**src/rtl/aes_enc_pkg.sv**
```systemverilog
// ---------------------------------------------------------------------------
// aes_enc_pkg
// Shared definitions for the AES-128 encryption core:
//   - aes_state_e    : FSM state encoding (IDLE, SUB, ROUND, DONE)
//   - NUM_ROUNDS     : number of AES-128 rounds (10)
//   - COLS_PER_ROUND : state columns processed by SubBytes per round (4)
//   - xtime          : multiply by x (02) in GF(2^8)
//   - gf_mul         : general GF(2^8) multiply (used by the S-box inverse)
//   - mix_column     : MixColumns applied to one 32-bit column
// No ports; compiled before every file that imports it.
// ---------------------------------------------------------------------------
package aes_enc_pkg;

  localparam int NUM_ROUNDS     = 10;
  localparam int COLS_PER_ROUND = 4;

  typedef enum logic [1:0] {
    ST_IDLE  = 2'd0,
    ST_SUB   = 2'd1,
    ST_ROUND = 2'd2,
    ST_DONE  = 2'd3
  } aes_state_e;

  // Multiply by 02 modulo x^8 + x^4 + x^3 + x + 1.
  function automatic logic [7:0] xtime(input logic [7:0] b);
    return {b[6:0], 1'b0} ^ (b[7] ? 8'h1b : 8'h00);
  endfunction

  // Shift-and-add multiply; each step multiplies the running operand by 02.
  function automatic logic [7:0] gf_mul(input logic [7:0] a, input logic [7:0] b);
    logic [7:0] acc;
    logic [7:0] aa;
    acc = 8'h00;
    aa  = a;
    for (int i = 0; i < 8; i++) begin
      if (b[i]) acc = acc ^ aa;
      aa = xtime(aa);
    end
    return acc;
  endfunction

  // Column bits [31:24] hold row 0, [7:0] hold row 3.
  function automatic logic [31:0] mix_column(input logic [31:0] col);
    logic [7:0] a0, a1, a2, a3;
    a0 = col[31:24];
    a1 = col[23:16];
    a2 = col[15:8];
    a3 = col[7:0];
    return {xtime(a0) ^ xtime(a1) ^ a1 ^ a2 ^ a3,
            a0 ^ xtime(a1) ^ xtime(a2) ^ a2 ^ a3,
            a0 ^ a1 ^ xtime(a2) ^ xtime(a3) ^ a3,
            xtime(a0) ^ a0 ^ a1 ^ a2 ^ xtime(a3)};
  endfunction

endpackage

```
**src/rtl/SubBytes.sv**
```systemverilog
// ---------------------------------------------------------------------------
// SubBytes
// Combinational forward AES S-box for a single byte.
//   data_i [7:0] : input byte
//   data_o [7:0] : S(data_i)
// The multiplicative inverse is computed as x^254 with an addition chain
// (0 maps to 0 naturally), followed by the FIPS-197 affine transform.
// ---------------------------------------------------------------------------
module SubBytes
  import aes_enc_pkg::*;
(
  input  logic [7:0] data_i,
  output logic [7:0] data_o
);

  logic [7:0] x2, x3, x6, x12, x15, x30, x60, x120, x240, x252, inv;

  // Addition chain: 2,3,6,12,15,30,60,120,240,252,254.
  assign x2   = gf_mul(data_i, data_i);
  assign x3   = gf_mul(x2, data_i);
  assign x6   = gf_mul(x3, x3);
  assign x12  = gf_mul(x6, x6);
  assign x15  = gf_mul(x12, x3);
  assign x30  = gf_mul(x15, x15);
  assign x60  = gf_mul(x30, x30);
  assign x120 = gf_mul(x60, x60);
  assign x240 = gf_mul(x120, x120);
  assign x252 = gf_mul(x240, x12);
  assign inv  = gf_mul(x252, x2);

  // Affine map: b ^ rotl1 ^ rotl2 ^ rotl3 ^ rotl4 ^ 63.
  assign data_o = inv
                ^ {inv[6:0], inv[7]}
                ^ {inv[5:0], inv[7:6]}
                ^ {inv[4:0], inv[7:5]}
                ^ {inv[3:0], inv[7:4]}
                ^ 8'h63;

endmodule

```
**src/rtl/aes_encrypt_core.sv**
```systemverilog
// ---------------------------------------------------------------------------
// aes_encrypt_core
// Iterative AES-128 encryptor: one S-box column per cycle, then one cycle
// for ShiftRows/MixColumns/AddRoundKey, giving 5 cycles per round.
//   clk                 : clock, rising edge
//   RESET               : synchronous active-low reset
//   start               : level request; held until AES_DONE
//   plaintext   [127:0] : input block, byte 0 in [127:120]
//   keyschedule [1407:0]: expanded key, round key r at [128r+127:128r]
//   ciphertext  [127:0] : result register, held until the next final round
//   AES_DONE            : high while in DONE
//   busy                : high while in SUB or ROUND
// ---------------------------------------------------------------------------
module aes_encrypt_core
  import aes_enc_pkg::*;
(
  input  logic          clk,
  input  logic          RESET,
  input  logic          start,
  input  logic [127:0]  plaintext,
  input  logic [1407:0] keyschedule,
  output logic [127:0]  ciphertext,
  output logic          AES_DONE,
  output logic          busy
);

  localparam logic [3:0] LAST_ROUND = 4'(NUM_ROUNDS);

  aes_state_e   fsm_q, fsm_d;
  logic [127:0] state_q, state_d;
  logic [127:0] ct_q, ct_d;
  logic [3:0]   round_q, round_d;
  logic [1:0]   col_q, col_d;

  logic [31:0]  sub_in, sub_out;
  logic [127:0] shifted, mixed, round_key;

  // Column selected for substitution this cycle; column c is state[127-32c -: 32].
  always_comb begin
    sub_in = state_q[127:96];
    case (col_q)
      2'd0: sub_in = state_q[127:96];
      2'd1: sub_in = state_q[95:64];
      2'd2: sub_in = state_q[63:32];
      2'd3: sub_in = state_q[31:0];
      default: sub_in = state_q[127:96];
    endcase
  end

  genvar gi, gj;
  generate
    for (gi = 0; gi < 4; gi++) begin : g_sbox
      SubBytes u_sbox (
        .data_i (sub_in[8*gi +: 8]),
        .data_o (sub_out[8*gi +: 8])
      );
    end

    // ShiftRows: byte (row r, col c) sits at index 4c+r and takes (r, (c+r) mod 4).
    for (gi = 0; gi < COLS_PER_ROUND; gi++) begin : g_col
      for (gj = 0; gj < 4; gj++) begin : g_row
        assign shifted[127-8*(4*gi+gj) -: 8] = state_q[127-8*(4*((gi+gj)%4)+gj) -: 8];
      end
      assign mixed[127-32*gi -: 32] = mix_column(shifted[127-32*gi -: 32]);
    end
  endgenerate

  // round_q never exceeds 10, so the slice stays inside the 1408-bit key.
  assign round_key = keyschedule[{round_q, 7'd0} +: 128];

  always_comb begin
    fsm_d   = fsm_q;
    state_d = state_q;
    ct_d    = ct_q;
    round_d = round_q;
    col_d   = col_q;
    case (fsm_q)
      ST_IDLE: begin
        if (start) begin
          state_d = plaintext ^ keyschedule[127:0];
          round_d = 4'd1;
          col_d   = 2'd0;
          fsm_d   = ST_SUB;
        end
      end
      ST_SUB: begin
        case (col_q)
          2'd0: state_d[127:96] = sub_out;
          2'd1: state_d[95:64]  = sub_out;
          2'd2: state_d[63:32]  = sub_out;
          2'd3: state_d[31:0]   = sub_out;
          default: state_d = state_q;
        endcase
        // 2-bit counter wraps from 3 back to 0 on its own.
        col_d = col_q + 2'd1;
        if (col_q == 2'd3) fsm_d = ST_ROUND;
      end
      ST_ROUND: begin
        if (round_q >= LAST_ROUND) begin
          state_d = shifted ^ round_key;
          ct_d    = shifted ^ round_key;
          round_d = 4'd0;
          fsm_d   = ST_DONE;
        end else begin
          state_d = mixed ^ round_key;
          round_d = round_q + 4'd1;
          fsm_d   = ST_SUB;
        end
      end
      ST_DONE: begin
        if (!start) fsm_d = ST_IDLE;
      end
      default: begin
        fsm_d   = ST_IDLE;
        round_d = 4'd0;
        col_d   = 2'd0;
      end
    endcase
  end

  always_ff @(posedge clk) begin
    if (!RESET) begin
      fsm_q   <= ST_IDLE;
      state_q <= 128'h0;
      ct_q    <= 128'h0;
      round_q <= 4'd0;
      col_q   <= 2'd0;
    end else begin
      fsm_q   <= fsm_d;
      state_q <= state_d;
      ct_q    <= ct_d;
      round_q <= round_d;
      col_q   <= col_d;
    end
  end

  assign ciphertext = ct_q;
  assign AES_DONE   = (fsm_q == ST_DONE);
  assign busy       = (fsm_q == ST_SUB) || (fsm_q == ST_ROUND);

endmodule

```
**config.mk**
```make
export PLATFORM = sky130hd
export DESIGN_NAME = aes_encrypt_core
export DESIGN_NICKNAME = d
export VERILOG_FILES = /design/src/rtl/aes_enc_pkg.sv /design/src/rtl/SubBytes.sv /design/src/rtl/aes_encrypt_core.sv
export SDC_FILE = /design/constraint.sdc
export NUM_CORES = 2
export LEC_CHECK = 0
export BUFFER_PORTS_ARGS = -buffer_cell sky130_fd_sc_hd__buf_2
export CAP_MARGIN = 15
export CORE_AREA = 3 3 655 657
export CTS_BUF_LIST = sky130_fd_sc_hd__clkbuf_8
export DETAILED_ROUTE_END_ITERATION = 12
export DIE_AREA = 0 0 658 660
export PLACE_DENSITY = 0.4
export SKIP_CTS_REPAIR_TIMING = 1
export SYNTH_ARGS = -nofsm -noshare
export SYNTH_HDL_FRONTEND = slang
export SYNTH_HIERARCHICAL = 1
export SYNTH_SLANG_ARGS = --single-unit
```
**constraint.sdc**
```tcl
create_clock -name clk -period 29.8 [get_ports clk]
set_clock_uncertainty 0.15 [all_clocks]
set_input_delay 0 -clock clk [delete_from_list [all_inputs] [get_ports clk]]
set_output_delay 0 -clock clk [all_outputs]
set_load 0.005 [all_outputs]
```
==> results.txt <==
The flow ran to the end, but the final reports show violations. The checks that failed: antenna violations, negative hold slack. The setup TNS came out at 0 ns. The via count of the first global-routing pass is 76014. For this run, the number of Yosys warnings is 6.

The measured slew at the worst slew-check pin came out at 1.379 ns. The die covers 434300 um^2. The die width is 658 um. Before antenna repair, the detailed router went through 9 iterations.

The fmax came out at 0.04019 GHz. Clock tree synthesis inserted a total of 55 buffers. The length in cells of the worst reg-to-reg path is 69.

The fraction of the yosys area taken by sequential cells came out at 6.867%. The weighted congestion at the end of routability-driven global placement is 1.071. In the finished design, the share of the clock period the worst path needs comes to 83.49%. Among all flip-flop cells after synthesis, the most frequent one is sky130_fd_sc_hd__dfxtp_1.

Global routing finished with a remaining overflow of 0. The number of storage elements in the synthesis netlist came out at 264. After floorplanning, the core was sized to cover 423400 um^2. The overall routed net length came out at 630.5 mm. The worst setup path is launched from a register. Global routing consumed, over all layers together, 27.47% of the routing resources. The detailed router placed 85482 vias in this run. The startpoint identified for the worst register-to-register timing path is col_q[0]. After detailed routing, the average wire length per cell comes to 36.30 um. The cell count of the worst hold path came out at 5. The maximum level of the CTS H-tree is 2. The data required time of the worst path came out at 30.40 ns. Measured against its own limit, the worst slew margin works out to 8.063%. The average via count per standard cell came out at 4.921. TritonCTS built the clock tree. The class of the most critical setup path is register to register. The top-level I/O count came out at 1669. The worst hold path terminates at ciphertext[74].

The worst register-to-register path has a setup slack of 4.92 ns. The largest fanout of any net on the critical path came out at 27. The worst path arrival time is 25.48 ns. CTS saw 264 sinks. The floorplan step set the die height to 660 um.

The remaining number of nets flagged by the antenna check after routing is 2. The endpoint type of the worst setup path is a register. The count of flip-flops with a built-in enable after synthesis came out at 0.

The initial cell density of the core is 18.18%. At the later pin of the worst-skew pair, clock insertion delay measures 0.87 ns. In this run the critical register-to-register path is captured at state_q[36]. The initialized floorplan defines 239 standard-cell rows. The synthesized netlist net count came out at 10953. The share of flip-flops with an asynchronous set or reset after synthesis is 0%.

The number of distinct library cells after synthesis is 104. The tightest hold path in the finished design has a slack of -0.09855 ns. The post-synthesis instance area came out at 76970 um^2. The number of antenna violations at the first check in global routing is 442.

The first-pass GRT wire length came out at 792.2 mm. The area growth from synthesis to layout is 27.58%. The final critical path time including I/O delays and setup came out at 24.88 ns. The largest single stage delay on the critical path is 1.01 ns. The number of hold-slack violations in the final timing report is 25. The largest individual stage delay along the critical path comes from the cell sky130_fd_sc_hd__xor3_1. After detailed routing, the number of remaining DRC violations is 0.

The startpoint identified for the worst hold timing path is keyschedule[1226]. The reported max-cap violation count came out at 0. The longest clock path from root to sink contains 3 buffers.

The half-perimeter wire length after placement is 536.7 mm. The number of endpoints failing setup at the final stage came out at 0. The maximum number of pins on one net before global-route repair is 126. The cell area after layout came out at 98190 um^2. Setup repair after global routing left no endpoint under its margin. The synthesized area per cell is 8.209 um^2. In this design, the critical path's most frequently occurring cell is sky130_fd_sc_hd__xnor2_1.

The post-CTS clock slew at the launch and capture registers of the worst setup and hold paths is 0.08 ns. The number of DRC markers after the initial detailed-route iteration came out at 10281. The clock tree root driver cell is sky130_fd_sc_hd__clkbuf_8. The final count of pins violating max slew came out at 0. The count of input and output buffers came out at 1668. Summing all placed instances gives a cell area of 91490 um^2. The gate count after technology mapping came out at 9376.

The worst hold path belongs to the class primary input to register. The number of nets in the finished design came out at 12563. The fraction of layout cells with a size suffix above 1 came out at 25.75%.
worst max path at each step:
stage,startpoint,endpoint,slack (ns),depth (start not counted)
after floorplan,col_q[0],state_q[100],10.47,76
after global placement,col_q[0],state_q[70],5.69,68
after detailed placement,col_q[0],state_q[70],5.35,68
after CTS,col_q[0],state_q[70],5.21,68
after global routing,col_q[0],state_q[36],3.13,69
final,col_q[0],state_q[36],4.92,69
flip-flops by register name, summed over array words and instances (netlist names):
register,flops
state_q,128
ciphertext,128
fsm_q,2
round_q,4
col_q,2
layer usage:
layer  wire length (um)  part of all wire [%]  global-route usage (%)  vias to the layer above
li1                   -                     -                       -                    37408
met1             259700                    41                   34.37                    42059
met2             261000                    41                   39.99                     4762
met3              61740                   9.8                   9.793                     1089
met4              46660                   7.4                   16.99                      164
met5               1391                  0.22                       0                        -
metrics by stage:
stage	cells	setup WS [ns]	utilization (%)
floorplan	9376	10.47	-
global placement	16221	5.688	21.61
detailed placement	16221	5.354	21.61
CTS	16323	5.214	21.91
global route	17204	3.126	23.09
finish	17371	4.920	23.19
layout make-up:
type                            count  area [um^2]
Antenna cell                      677         1694
Clock buffer                       73         1005
Clock inverter                     29        295.3
Fill cell                       47676       325200
Inverter                          118        455.4
Multi-Input combinational cell   8210        68010
Sequential cell                   264         5300
Tap cell                         5663         7086
Timing Repair Buffer             2337        14350
cell usage in the layout (no fill, tap or decap), types with 144 or more instances in the layout:
cell type | netlist | routed
sky130_fd_sc_hd__xor2_1 | 609 | 604
sky130_fd_sc_hd__diode_2 | 0 | 677
sky130_fd_sc_hd__dfxtp_1 | 264 | 260
sky130_fd_sc_hd__mux2i_1 | 443 | 421
sky130_fd_sc_hd__nor3_1 | 205 | 204
sky130_fd_sc_hd__xnor3_1 | 274 | 274
sky130_fd_sc_hd__mux2_2 | 181 | 181
sky130_fd_sc_hd__buf_2 | 183 | 1667
sky130_fd_sc_hd__xnor2_1 | 1523 | 1512
sky130_fd_sc_hd__nand2_1 | 885 | 883
sky130_fd_sc_hd__a21oi_1 | 399 | 398
sky130_fd_sc_hd__a211oi_1 | 146 | 144
sky130_fd_sc_hd__o21ai_0 | 349 | 347
sky130_fd_sc_hd__buf_4 | 81 | 297
sky130_fd_sc_hd__dlygate4sd3_1 | 0 | 368
sky130_fd_sc_hd__nor2_1 | 777 | 777
critical path, delay by kind of cell (launching register included):
kind	cells	cell delay, ns
flip-flops	1	0.38
buffers and inverters	10	3.70
AO/OA/AOI/OAI	7	1.78
XOR/XNOR	30	13.40
adder cells (fa/ha/maj)	6	2.36
AND/OR/NAND/NOR	14	2.51
multiplexers	2	0.44
kinds of logic after synthesis:
group                    share of synthesized area (%)
XOR/XNOR                                         39.72
multiplexers                                     12.37
flip-flops                                       6.867
AO/OA/AOI/OAI                                    19.74
adder cells (fa/ha/maj)                         0.6178
buffers and inverters                            5.330
AND/OR/NAND/NOR                                  15.35
Yosys cell counts, types with 31 or more instances:
| library cell | count | share of area, % |
|---|---|---|
| sky130_fd_sc_hd__xnor2_1 | 1523 | 17 |
| sky130_fd_sc_hd__nand2_1 | 885 | 4.3 |
| sky130_fd_sc_hd__nor2_1 | 777 | 3.8 |
| sky130_fd_sc_hd__xor2_1 | 609 | 6.9 |
| sky130_fd_sc_hd__mux2i_1 | 443 | 5.8 |
| sky130_fd_sc_hd__clkbuf_1 | 425 | 2.1 |
| sky130_fd_sc_hd__a21oi_1 | 399 | 2.6 |
| sky130_fd_sc_hd__o21ai_0 | 349 | 2.3 |
| sky130_fd_sc_hd__xnor3_1 | 274 | 8.0 |
| sky130_fd_sc_hd__dfxtp_1 | 264 | 6.9 |
| sky130_fd_sc_hd__nor3_1 | 205 | 1.3 |
| sky130_fd_sc_hd__buf_2 | 183 | 1.2 |
| sky130_fd_sc_hd__mux2_2 | 181 | 2.6 |
| sky130_fd_sc_hd__a211oi_1 | 146 | 1.4 |
| sky130_fd_sc_hd__nand3_1 | 133 | 0.86 |
| sky130_fd_sc_hd__or3_1 | 129 | 1.0 |
| sky130_fd_sc_hd__mux4_2 | 128 | 3.7 |
| sky130_fd_sc_hd__o211ai_1 | 128 | 1.2 |
| sky130_fd_sc_hd__a22oi_1 | 120 | 1.2 |
| sky130_fd_sc_hd__o21ai_1 | 115 | 0.75 |
| sky130_fd_sc_hd__o221ai_1 | 115 | 1.3 |
| sky130_fd_sc_hd__o22ai_1 | 115 | 0.93 |
| sky130_fd_sc_hd__xnor2_2 | 99 | 2.1 |
| sky130_fd_sc_hd__inv_1 | 97 | 0.47 |
| sky130_fd_sc_hd__buf_4 | 81 | 0.79 |
| sky130_fd_sc_hd__buf_1 | 71 | 0.35 |
| sky130_fd_sc_hd__xor3_1 | 69 | 2.1 |
| sky130_fd_sc_hd__nand2b_1 | 68 | 0.55 |
| sky130_fd_sc_hd__and3_1 | 62 | 0.50 |
| sky130_fd_sc_hd__nor2b_1 | 59 | 0.48 |
| sky130_fd_sc_hd__o21a_1 | 51 | 0.50 |
| sky130_fd_sc_hd__o2bb2ai_1 | 51 | 0.58 |
| sky130_fd_sc_hd__a31oi_1 | 48 | 0.39 |
| sky130_fd_sc_hd__a222oi_1 | 47 | 0.61 |
| sky130_fd_sc_hd__and2_1 | 46 | 0.37 |
| sky130_fd_sc_hd__a21o_1 | 44 | 0.43 |
| sky130_fd_sc_hd__ha_1 | 38 | 0.62 |
| sky130_fd_sc_hd__xor2_2 | 36 | 0.76 |
| sky130_fd_sc_hd__xnor2_4 | 33 | 1.2 |
| sky130_fd_sc_hd__a221oi_1 | 31 | 0.35 |
Power is left out: the tool's default activity adds up to more than one toggle a clock period on the data nets, which glitch-free logic cannot reach.
